### config.mk
export PLATFORM = sky130hd
export DESIGN_NAME = galaksija_serkbd_queue_flat
export DESIGN_NICKNAME = d
export VERILOG_FILES = /design/src/rtl/galaksija_serkbd_queue_if.sv /design/src/rtl/galaksija_serkbd_queue.sv /design/src/flat_wrapper.sv
export SDC_FILE = /design/constraint.sdc
export NUM_CORES = 1
export LEC_CHECK = 0
export CORE_UTILIZATION = 30
export CTS_BUF_LIST = sky130_fd_sc_hd__clkbuf_8
export CTS_CLUSTER_DIAMETER = 30
export DETAILED_ROUTE_END_ITERATION = 10
export SYNTH_ARGS = -nofsm -noshare
export SYNTH_HDL_FRONTEND = slang
export SYNTH_SLANG_ARGS = --single-unit
export TNS_END_PERCENT = 5
### constraint.sdc
create_clock -name clk -period 4.7 [get_ports clk]
set_input_delay 0.705 -clock clk [delete_from_list [all_inputs] [get_ports clk]]
set_output_delay 0.705 -clock clk [all_outputs]
set_load 0.05 [all_outputs]
### src/rtl/galaksija_serkbd_queue_if.sv
// Bus bundle between the serial-keyboard queue and its surroundings:
// UART receive side, flush strobe and the CPU keyboard-matrix read port.
interface galaksija_serkbd_queue_if;
    logic [7:0] rx_data;
    logic       rx_valid;
    logic       starting;
    logic [5:0] key_addr;
    logic       rd_key;
    logic [7:0] key_out;
    logic       fifo_full;
    logic       busy;
    logic       overflow;

    // Driver side: UART receiver and CPU decode.
    modport master (
        output rx_data, rx_valid, starting, key_addr, rd_key,
        input  key_out, fifo_full, busy, overflow
    );

    // Keyboard queue side.
    modport slave (
        input  rx_data, rx_valid, starting, key_addr, rd_key,
        output key_out, fifo_full, busy, overflow
    );
endinterface

### src/rtl/galaksija_serkbd_queue.sv
// Serial keyboard queue for the Galaksija: UART bytes are translated into
// keyboard-matrix indices, buffered in a small FIFO and replayed one by one
// as timed key presses (optional SHIFT lead, hold, release gap) so that the
// 50 Hz keyboard scan sees every character. Exposes the 64-key matrix read
// port used by the CPU keyboard window.
module galaksija_serkbd_queue #(
    parameter int FIFO_AW     = 4,
    parameter int CNT_W       = 24,
    parameter int SHIFT_LEAD  = 500000,
    parameter int HOLD_CYCLES = 1500000,
    parameter int GAP_CYCLES  = 1000000
) (
    input  logic                       clk,
    input  logic                       reset,
    galaksija_serkbd_queue_if.slave    bus
);
    localparam int PW        = FIFO_AW + 1;
    localparam int DEPTH     = 1 << FIFO_AW;
    localparam int SHIFT_KEY = 53;
    localparam int NULL_KEY  = 63;

    localparam logic [CNT_W-1:0] LEAD_LOAD = CNT_W'(SHIFT_LEAD - 1);
    localparam logic [CNT_W-1:0] HOLD_LOAD = CNT_W'(HOLD_CYCLES - 1);
    localparam logic [CNT_W-1:0] GAP_LOAD  = CNT_W'(GAP_CYCLES - 1);

    typedef enum logic [1:0] {IDLE, LEAD, HOLD, GAP} state_t;

    // ------------------------------------------------------------------
    // Byte -> {valid, shift, idx} translation
    // ------------------------------------------------------------------
    logic [7:0] rx_byte;
    logic       tr_valid;
    logic       tr_shift;
    logic [5:0] tr_idx;

    assign rx_byte = bus.rx_data;

    // Map a received ASCII byte onto the Galaksija key matrix.
    always_comb begin
        tr_valid = 1'b1;
        tr_shift = 1'b0;
        tr_idx   = 6'd0;
        if (rx_byte inside {[8'h41:8'h5A]}) begin
            tr_idx = 6'(rx_byte - 8'h40);
        end else if (rx_byte inside {[8'h61:8'h7A]}) begin
            tr_idx = 6'(rx_byte - 8'h60);
        end else if (rx_byte inside {[8'h30:8'h39]}) begin
            tr_idx = 6'd32 + 6'(rx_byte - 8'h30);
        end else begin
            case (rx_byte)
                8'h0D, 8'h0A: tr_idx = 6'd48;
                8'h08, 8'h7F: tr_idx = 6'd29;
                8'h1B:        tr_idx = 6'd49;
                8'h20:        tr_idx = 6'd31;
                // Shifted symbols on the digit row
                8'h5F: begin tr_shift = 1'b1; tr_idx = 6'd32; end // _
                8'h21: begin tr_shift = 1'b1; tr_idx = 6'd33; end // !
                8'h22: begin tr_shift = 1'b1; tr_idx = 6'd34; end // "
                8'h23: begin tr_shift = 1'b1; tr_idx = 6'd35; end // #
                8'h24: begin tr_shift = 1'b1; tr_idx = 6'd36; end // $
                8'h25: begin tr_shift = 1'b1; tr_idx = 6'd37; end // %
                8'h26: begin tr_shift = 1'b1; tr_idx = 6'd38; end // &
                8'h5C: begin tr_shift = 1'b1; tr_idx = 6'd39; end // backslash
                8'h28: begin tr_shift = 1'b1; tr_idx = 6'd40; end // (
                8'h29: begin tr_shift = 1'b1; tr_idx = 6'd41; end // )
                8'h2B: begin tr_shift = 1'b1; tr_idx = 6'd42; end // +
                8'h2A: begin tr_shift = 1'b1; tr_idx = 6'd43; end // *
                8'h3C: begin tr_shift = 1'b1; tr_idx = 6'd44; end // <
                8'h2D: begin tr_shift = 1'b1; tr_idx = 6'd45; end // -
                8'h3E: begin tr_shift = 1'b1; tr_idx = 6'd46; end // >
                8'h3F: begin tr_shift = 1'b1; tr_idx = 6'd47; end // ?
                // Unshifted punctuation sharing those keys
                8'h3B: tr_idx = 6'd42; // ;
                8'h3A: tr_idx = 6'd43; // :
                8'h2C: tr_idx = 6'd44; // ,
                8'h3D: tr_idx = 6'd45; // =
                8'h2E: tr_idx = 6'd46; // .
                8'h2F: tr_idx = 6'd47; // /
                default: tr_valid = 1'b0;
            endcase
        end
    end

    // ------------------------------------------------------------------
    // Flush detection and FIFO control
    // ------------------------------------------------------------------
    logic          starting_q_reg;
    logic          flush;
    logic [PW-1:0] wr_ptr_reg, rd_ptr_reg;
    logic          fifo_empty, fifo_full_int;
    logic          pop, push_req, push_ok;
    logic          overflow_reg;
    logic [6:0]    mem [DEPTH];
    logic [6:0]    head;
    state_t        state_reg, state_next;
    logic [CNT_W-1:0] cnt_reg, cnt_next;
    logic [6:0]    cur_reg;

    assign flush         = bus.starting && !starting_q_reg;
    assign fifo_empty    = (wr_ptr_reg == rd_ptr_reg);
    assign fifo_full_int = (wr_ptr_reg[FIFO_AW] != rd_ptr_reg[FIFO_AW]) &&
                           (wr_ptr_reg[FIFO_AW-1:0] == rd_ptr_reg[FIFO_AW-1:0]);
    // The FSM consumes the head directly in IDLE, so the head is read
    // combinationally; the queue is tiny and maps to distributed storage.
    assign head          = mem[rd_ptr_reg[FIFO_AW-1:0]];
    assign pop           = (state_reg == IDLE) && !fifo_empty && !flush;
    assign push_req      = bus.rx_valid && tr_valid && !flush;
    // A simultaneous pop frees a slot, so a full FIFO still accepts the byte.
    assign push_ok       = push_req && (!fifo_full_int || pop);

    // Previous value of starting, for rising-edge detection (sampled in reset too).
    always_ff @(posedge clk) begin
        starting_q_reg <= bus.starting;
    end

    // Queue storage write port.
    always_ff @(posedge clk) begin
        if (push_ok) begin
            mem[wr_ptr_reg[FIFO_AW-1:0]] <= {tr_shift, tr_idx};
        end
    end

    // FIFO pointers and the sticky overflow flag.
    always_ff @(posedge clk) begin
        if (reset) begin
            wr_ptr_reg   <= '0;
            rd_ptr_reg   <= '0;
            overflow_reg <= 1'b0;
        end else if (flush) begin
            wr_ptr_reg   <= '0;
            rd_ptr_reg   <= '0;
        end else begin
            if (push_ok) begin
                wr_ptr_reg <= wr_ptr_reg + PW'(1);
            end
            if (pop) begin
                rd_ptr_reg <= rd_ptr_reg + PW'(1);
            end
            if (push_req && !push_ok) begin
                overflow_reg <= 1'b1;
            end
        end
    end

    // ------------------------------------------------------------------
    // Replay FSM
    // ------------------------------------------------------------------
    // State, counter and current-entry registers.
    always_ff @(posedge clk) begin
        if (reset) begin
            state_reg <= IDLE;
            cnt_reg   <= '0;
            cur_reg   <= '0;
        end else begin
            state_reg <= state_next;
            cnt_reg   <= cnt_next;
            if (pop) begin
                cur_reg <= head;
            end
        end
    end

    // Next-state logic: lead (shift only), hold, release gap, back to idle.
    always_comb begin
        state_next = state_reg;
        cnt_next   = cnt_reg;
        if (flush) begin
            state_next = IDLE;
            cnt_next   = '0;
        end else begin
            case (state_reg)
                IDLE: begin
                    if (pop) begin
                        if (head[6]) begin
                            state_next = LEAD;
                            cnt_next   = LEAD_LOAD;
                        end else begin
                            state_next = HOLD;
                            cnt_next   = HOLD_LOAD;
                        end
                    end
                end
                LEAD: begin
                    if (cnt_reg == '0) begin
                        state_next = HOLD;
                        cnt_next   = HOLD_LOAD;
                    end else begin
                        cnt_next = cnt_reg - CNT_W'(1);
                    end
                end
                HOLD: begin
                    if (cnt_reg == '0) begin
                        state_next = GAP;
                        cnt_next   = GAP_LOAD;
                    end else begin
                        cnt_next = cnt_reg - CNT_W'(1);
                    end
                end
                GAP: begin
                    if (cnt_reg == '0) begin
                        state_next = IDLE;
                        cnt_next   = '0;
                    end else begin
                        cnt_next = cnt_reg - CNT_W'(1);
                    end
                end
                default: begin
                    state_next = IDLE;
                    cnt_next   = '0;
                end
            endcase
        end
    end

    // ------------------------------------------------------------------
    // Pressed-key set and matrix read port
    // ------------------------------------------------------------------
    logic        shift_down, key_down;
    logic [63:0] key_pressed;
    logic [7:0]  key_out_reg;

    assign shift_down = (state_reg == LEAD) || ((state_reg == HOLD) && cur_reg[6]);
    assign key_down   = (state_reg == HOLD);

    generate
        for (genvar gi = 0; gi < 64; gi++) begin : g_key
            if (gi == NULL_KEY) begin : g_null
                assign key_pressed[gi] = 1'b0;
            end else if (gi == SHIFT_KEY) begin : g_shift
                assign key_pressed[gi] = shift_down || (key_down && (cur_reg[5:0] == 6'(gi)));
            end else begin : g_plain
                assign key_pressed[gi] = key_down && (cur_reg[5:0] == 6'(gi));
            end
        end
    endgenerate

    // Registered matrix read; a flush releases the visible key immediately.
    always_ff @(posedge clk) begin
        if (reset || flush) begin
            key_out_reg <= 8'hFF;
        end else if (bus.rd_key) begin
            key_out_reg <= key_pressed[bus.key_addr] ? 8'hFE : 8'hFF;
        end
    end

    assign bus.key_out   = key_out_reg;
    assign bus.fifo_full = fifo_full_int;
    assign bus.busy      = (state_reg != IDLE) || !fifo_empty;
    assign bus.overflow  = overflow_reg;
endmodule
### src/flat_wrapper.sv
// flat-port wrapper written by rule: the top's interface ports become plain ports
module galaksija_serkbd_queue_flat 
#(
    parameter int FIFO_AW     = 4,
    parameter int CNT_W       = 24,
    parameter int SHIFT_LEAD  = 500000,
    parameter int HOLD_CYCLES = 1500000,
    parameter int GAP_CYCLES  = 1000000
)
  (clk, reset, bus_rx_data, bus_rx_valid, bus_starting, bus_key_addr, bus_rd_key, bus_key_out, bus_fifo_full, bus_busy, bus_overflow);
  galaksija_serkbd_queue_if bus_i ();
  input  logic clk;
  input  logic reset;
  input wire logic [$bits(bus_i.rx_data)-1:0] bus_rx_data;
  input wire logic [$bits(bus_i.rx_valid)-1:0] bus_rx_valid;
  input wire logic [$bits(bus_i.starting)-1:0] bus_starting;
  input wire logic [$bits(bus_i.key_addr)-1:0] bus_key_addr;
  input wire logic [$bits(bus_i.rd_key)-1:0] bus_rd_key;
  output wire logic [$bits(bus_i.key_out)-1:0] bus_key_out;
  output wire logic [$bits(bus_i.fifo_full)-1:0] bus_fifo_full;
  output wire logic [$bits(bus_i.busy)-1:0] bus_busy;
  output wire logic [$bits(bus_i.overflow)-1:0] bus_overflow;
  assign bus_i.rx_data = bus_rx_data;
  assign bus_i.rx_valid = bus_rx_valid;
  assign bus_i.starting = bus_starting;
  assign bus_i.key_addr = bus_key_addr;
  assign bus_i.rd_key = bus_rd_key;
  assign bus_key_out = bus_i.key_out;
  assign bus_fifo_full = bus_i.fifo_full;
  assign bus_busy = bus_i.busy;
  assign bus_overflow = bus_i.overflow;
  galaksija_serkbd_queue #(.FIFO_AW(FIFO_AW), .CNT_W(CNT_W), .SHIFT_LEAD(SHIFT_LEAD), .HOLD_CYCLES(HOLD_CYCLES), .GAP_CYCLES(GAP_CYCLES)) u_core (.clk(clk), .reset(reset), .bus(bus_i));
endmodule
==> metrics, run 1 <==
CTS root buf clkbuf_8; Final #Nets 703; antenna violations before repair 1; Seq cells post-synth roughly 160; die height around 160 um; fillers ~2500; largest net degree at the start of global routing 22; Post-DP HPWL about 12000 um; Tmin final about 3600 ps; Seq/Total Area, Yosys a little under three fifths; status finished, final reports clean; Yosys cell types 60; CTS-repair resized insts 0; GP Congestion 0.840; top cell type's share of synthesized area 43.5%; layout cells sized above 1 about 15%; RSZ-0062 raised after global routing false; number of setup violations in the final report 0; leakage power slightly below 3 nW; Via-to-Cell Ratio between 5 and 6; maximum VDD drop a little over 0.2 mV; max FFs per register ~110; Slew Viols, Final 0; Cells after Synth 637; sequential share of power a little under half; drt pass-1 iters 5; cts hold-fix bufs 0; row count 58; multi-input logic area approximately 3200 um2; Cell Pwr Density ~400 nW/um2; Setup Skew roughly 13 ps; Hold Crit Endpoint u_core.cnt_reg[23]$_SDFFE_PP0N_; # IOs 30; Worst-Skew Late Latency between 400 and 500 ps; Slew Limit Headroom a little over 30%; total wire length between 15000 and 20000 um; internal power approximately 2.3 mW; CP max stage cell clkdlybuf4s50_1; H-Tree Depth 4; DR iter-0 viols 423; Post-CTS Setup Repair Bufs 0; DR vias approximately 5200; Area Growth Syn to Fin 13.4%; setup tns final 0 ps; FF-to-FF Start u_core.cnt_reg[0]$_SDFFE_PP0N_; clock sink count between 150 and 200; Tightest Pin Transition 1040 ps; CP Class primary input to flop; core outline area 25300 um2; nature of the critical path endpoint flop; CTS Buf Count 17; Comb pwr share about 25%; Final Cell Area between 8000 and 9000 um2; cells along the critical path clkdlybuf4s50_1 -> inv_1 -> ha_1 -> and4b_1 -> o22ai_1 -> a2111oi_4 -> a21oi_2 -> a311oi_4 -> nand2_1 -> nor2_1; Post-route DRC 0; r2r worst-path depth 8; first-pass GRT wire length 27800 um; CP peak stage delay ~520 ps; total number of yosys warnings 0; vias in the first global route roughly 5000; dominant cell type by area after synthesis edfxtp_1; Synth async-reset ratio 0%; final hold vios 0; R2R setup slack 1580 ps; DIE AREA roughly 26000 um2; Initial Utilization slightly above 30%; fmax roughly 280 MHz; Critical R2R Capture u_core.cnt_reg[8]$_SDFFE_PP0N_; CP required between 4000 and 5000 ps; Hold Crit Start u_core.cnt_reg[23]$_SDFFE_PP0N_; Clock Power Share between 20 and 30%; Hold Crit Class flop to flop; diodes inserted 0; synth top area cells edfxtp_1 43%, dfxtp_1 13%, mux4_2 10%; main flop type after synthesis edfxtp_1; period utilisation layout between 70 and 80%; drt wl/cell 17.2 um; startpoint types primary input; Crit Path Max Fanout 7; grt ovf 0; Clk pin slew, worst setup/hold paths 90 ps; critical path arrival between 3000 and 4000 ps; GRT Total Usage ~14%; Die W roughly 160 um; max cap viols 0; Buffers on Ports 22; most frequent cell after synthesis edfxtp_1; Switching Fraction between 30 and 40%; Hold Path Depth 1; Commonest cells post-synth 112 x edfxtp_1, 67 x nor2_1, 53 x nand2_1; Cell Area, Synth 7740 um2; number of synthesized flops with an enable pin about 110; Post-Syn Area per Cell around 12 um2; placed standard-cell area around 8400 um2; sequential cell area roughly 4400 um2; clock buffer depth 2; CTS tree built; Antenna Nets Post-Route 0; P_sw 1.18 mW
[critical path, delay by kind of cell]
kind	cells	cell delay, ps
compound gates	4	1120
buf+inv	2	690
simple gates	3	930
fa+ha+maj	1	260
[cell usage in the layout (no fill, tap or decap), drive strengths merged, types with 11 or more instances in the layout]
cell type      count
clkdlybuf4s50     22
a21oi             43
buf               23
o21ai             28
nor2              67
inv               21
ha                15
edfxtp           112
mux4              35
xnor2             11
clkbuf            17
nor3              16
nand2             54
dfxtp             50
[layer usage]
layer	part of all wire, %	wire [um]	vias to the layer above	GRT usage [%]
met5	0	0	-	0
met4	1.4	249	0	4.67
met2	46	8050	136	21.9
met3	4.9	847	23	2.70
met1	48	8280	2579	18.9
li1	-	-	2483	-
[power groups by stage]
stage | clock network (mW) | logic [mW] | registers, mW
after global placement | 0 | 0.859 | 1.69
after CTS | 1.02 | 0.866 | 1.66
final | 0.999 | 0.872 | 1.66
after detailed placement | 0 | 0.861 | 1.69
after floorplan | 0 | 0.679 | 1.65
after global routing | 1.07 | 0.965 | 1.67
[stage by stage]
| step | utilization, % | std cells | hold WS, ps | power (mW) | setup slack, ps |
|---|---|---|---|---|---|
| 6_report | 34.8 | 1012 | 487 | 3.53 | 1080 |
| 4_1_cts | 34.8 | 1012 | 482 | 3.54 | 1080 |
| 5_1_grt | 34.8 | 1012 | 518 | 3.71 | 863 |
| 3_5_place_dp | 33.2 | 980 | 467 | 2.55 | 540 |
| 2_1_floorplan | - | 643 | 439 | 2.33 | 1090 |
| 3_3_place_gp | 33.2 | 980 | 462 | 2.55 | 690 |
[cells by family (layout without fill, tap and decap cells)]
logic type | count (synthesis) | count (layout) | share of synthesized area [%]
AO/OA/AOI/OAI | 133 | 133 | 11.5
XOR/XNOR | 21 | 21 | 2.38
flip-flops | 162 | 162 | 56.4
other | 1 | 7 | 0.0485
AND/OR/NAND/NOR | 212 | 212 | 13.5
multiplexers | 39 | 39 | 10.7
buffers and inverters | 54 | 93 | 3.06
adder cells (fa/ha/maj) | 15 | 15 | 2.42
[final cells by class]
type / count / share of cell area, %
multi-input combinational: 427 / 36.0
sequential: 162 / 49.7
timing repair buffer: 45 / 4.47
inverter: 16 / 0.684
clock inverter: 15 / 1.75
tap: 330 / 4.70
clock buffer: 17 / 2.66
[worst max path at each step]
stage	start	to	slack [ps]	depth (start not counted)
floorplan	bus_rx_data[4]	u_core.mem[0][0]$_DFFE_PP_	1090	10
global placement	bus_rx_data[5]	u_core.mem[8][0]$_DFFE_PP_	690	10
detailed placement	bus_rx_data[5]	u_core.mem[12][4]$_DFFE_PP_	540	10
CTS	bus_rx_data[5]	u_core.mem[14][4]$_DFFE_PP_	1080	10
global route	bus_rx_data[4]	u_core.mem[14][4]$_DFFE_PP_	860	10
finish	bus_rx_data[5]	u_core.mem[8][5]$_DFFE_PP_	1080	10
Note: power is estimated with default switching activity, not from simulation.
==> run 2: changes to the inputs <==
==> constraint.sdc (replaced) <==
create_clock -name clk -period 3.3 [get_ports clk]
set_input_delay 0.495 -clock clk [delete_from_list [all_inputs] [get_ports clk]]
set_output_delay 0.495 -clock clk [all_outputs]
set_load 0.05 [all_outputs]
==> run 2 against run 1 <==
Clock power grew 37%. Critical endpoint is now bus_busy. First-iteration DRC count decreased by 4.0%. Die area unchanged. Total power up 42%.
==> metrics, run 2 (synthesized netlist as in run 1, its figures left out) <==
# IOs 30; Fin Hold WS 476 ps; fillers about 2500; Buffers on Ports 22; PnR worst setup slack 288 ps; CTS tree built; first-pass GRT wire length between 20000 and 30000 um; DR vias 5270; period utilisation layout 91.3%; Hold Crit Start u_core.cur_reg[6]$_SDFFE_PP0P_; critical path arrival ~2500 ps; drt wl/cell between 15 and 20 um; Tmin final about 3000 ps; status finished, final reports clean; Tightest Pin Transition around 700 ps; Area Growth Syn to Fin 18.0%; CTS Buf Count 17; DR iter-0 viols roughly 410; commonest non-fill, non-tap cell in the layout edfxtp_1; Initial Utilization 30.6%; CTS root buf clkbuf_8; Slew Limit Headroom 52.3%; number of setup violations in the final report 0; startpoint types flop; cts hold-fix bufs 0; max FFs per register about 110; Post-DP HPWL about 12000 um; layout cells sized above 1 between 20% and 30%; post-layout util a little over a third; core outline area around 25000 um2; Hold Crit Class flop to flop; total power 5.01 mW; Slew Viols, Final 0; Crit Path Max Fanout 12; total wire length approximately 18000 um; Via-to-Cell Ratio ~5.0; max cap viols 0; H-Tree Depth 4; GRT Total Usage about 14%; row count between 50 and 60; leakage power 3.10 nW; vias in the first global route between 5000 and 6000; die height ~160 um; maximum VDD drop between 0.3 and 0.4 mV; fmax about 330 MHz; DIE AREA ~26000 um2; setup tns final 0 ps; pre-CTS WS -118 ps; drt pass-1 iters 4; Post-route DRC 0; largest net degree at the start of global routing 24; Worst-Skew Late Latency about 460 ps; Setup Skew around 18 ps; Clk pin slew, worst setup/hold paths ~90 ps; CP required between 2000 and 3000 ps; Cell Pwr Density about 550 nW/um2; GP Congestion about 0.83; clock sink count approximately 160; FF-to-FF Start u_core.cnt_reg[10]$_SDFFE_PP0N_; grt ovf 0; CTS-repair resized insts 0; RSZ-0062 raised after global routing false; nature of the critical path endpoint output pin; clock buffer depth 2; Antenna Nets Post-Route 0; final hold vios 0; CP Class flop to output pin; most frequent cells in the layout 112 x edfxtp_1, 67 x nor2_1, 61 x buf_4; Die W 163 um; Post-CTS Setup Repair Bufs 0; critical path launch point u_core.wr_ptr_reg[2]$_SDFFE_PP0P_; Final #Nets approximately 750; diodes inserted 0; antenna violations before repair 1
-- run 2: cell count changes in the layout (fill, tap and decap cells not counted) --
cell        change
inv_8           +1
clkinv_2        -2
o21ai_1         +1
clkinvlp_4      +2
buf_12          +4
inv_6           -1
nor3_2          +1
nor3_1          -1
inv_1           +1
clkinv_8        -2
buf_4          +38
o21ai_0         -1
-- run 2: final timing paths --
| path | slack [ps] | depth (start not counted) | endpoint |
|---|---|---|---|
| hold / removal | 480 | 2 | u_core.cur_reg[6]$_SDFFE_PP0P_ |
| hold reg to reg | 480 | 2 | u_core.cur_reg[6]$_SDFFE_PP0P_ |
| setup / recovery | 290 | 5 | bus_busy |
| setup reg to reg | 410 | 7 | u_core.cnt_reg[17]$_SDFFE_PP0N_ |
-- run 2: through the flow --
step,instance area (um2),cells
global placement,8760,1022
detailed placement,8760,1022
CTS,9130,1053
floorplan,7770,643
global route,9130,1053
finish,9130,1053
-- run 2: layer usage --
layer / global-route usage [%] / share of wire, % / vias to the layer above
met3: 3.57 / 5.5 / 13
li1: - / - / 2564
met1: 18.0 / 46 / 2563
met4: 3.91 / 0.99 / 0
met2: 22.7 / 48 / 130
met5: 0 / 0 / -
-- run 2: critical path, cell delays in order, from the launching register on --
cell	delay (ps)
dfxtp_1	620
xnor2_1	180
nand4_1	240
nor2_1	210
nand2_1	110
clkdlybuf4s50_1	720
-- run 2: power by group --
group | switching, mW | internal [mW]
clock | 0.764 | 0.604
sequential | 0.105 | 2.25
combinational | 0.763 | 0.524
total | 1.63 | 3.38
-- run 2: cell type report --
type / count / area, um2 / area share (%)
Sequential cell: 162 / 4370 / 47.8
Multi-Input combinational cell: 427 / 3170 / 34.7
Timing Repair Buffer: 87 / 758 / 8.30
Tap cell: 330 / 413 / 4.52
Clock buffer: 17 / 234 / 2.56
Clock inverter: 14 / 133 / 1.45
Inverter: 16 / 60.1 / 0.658
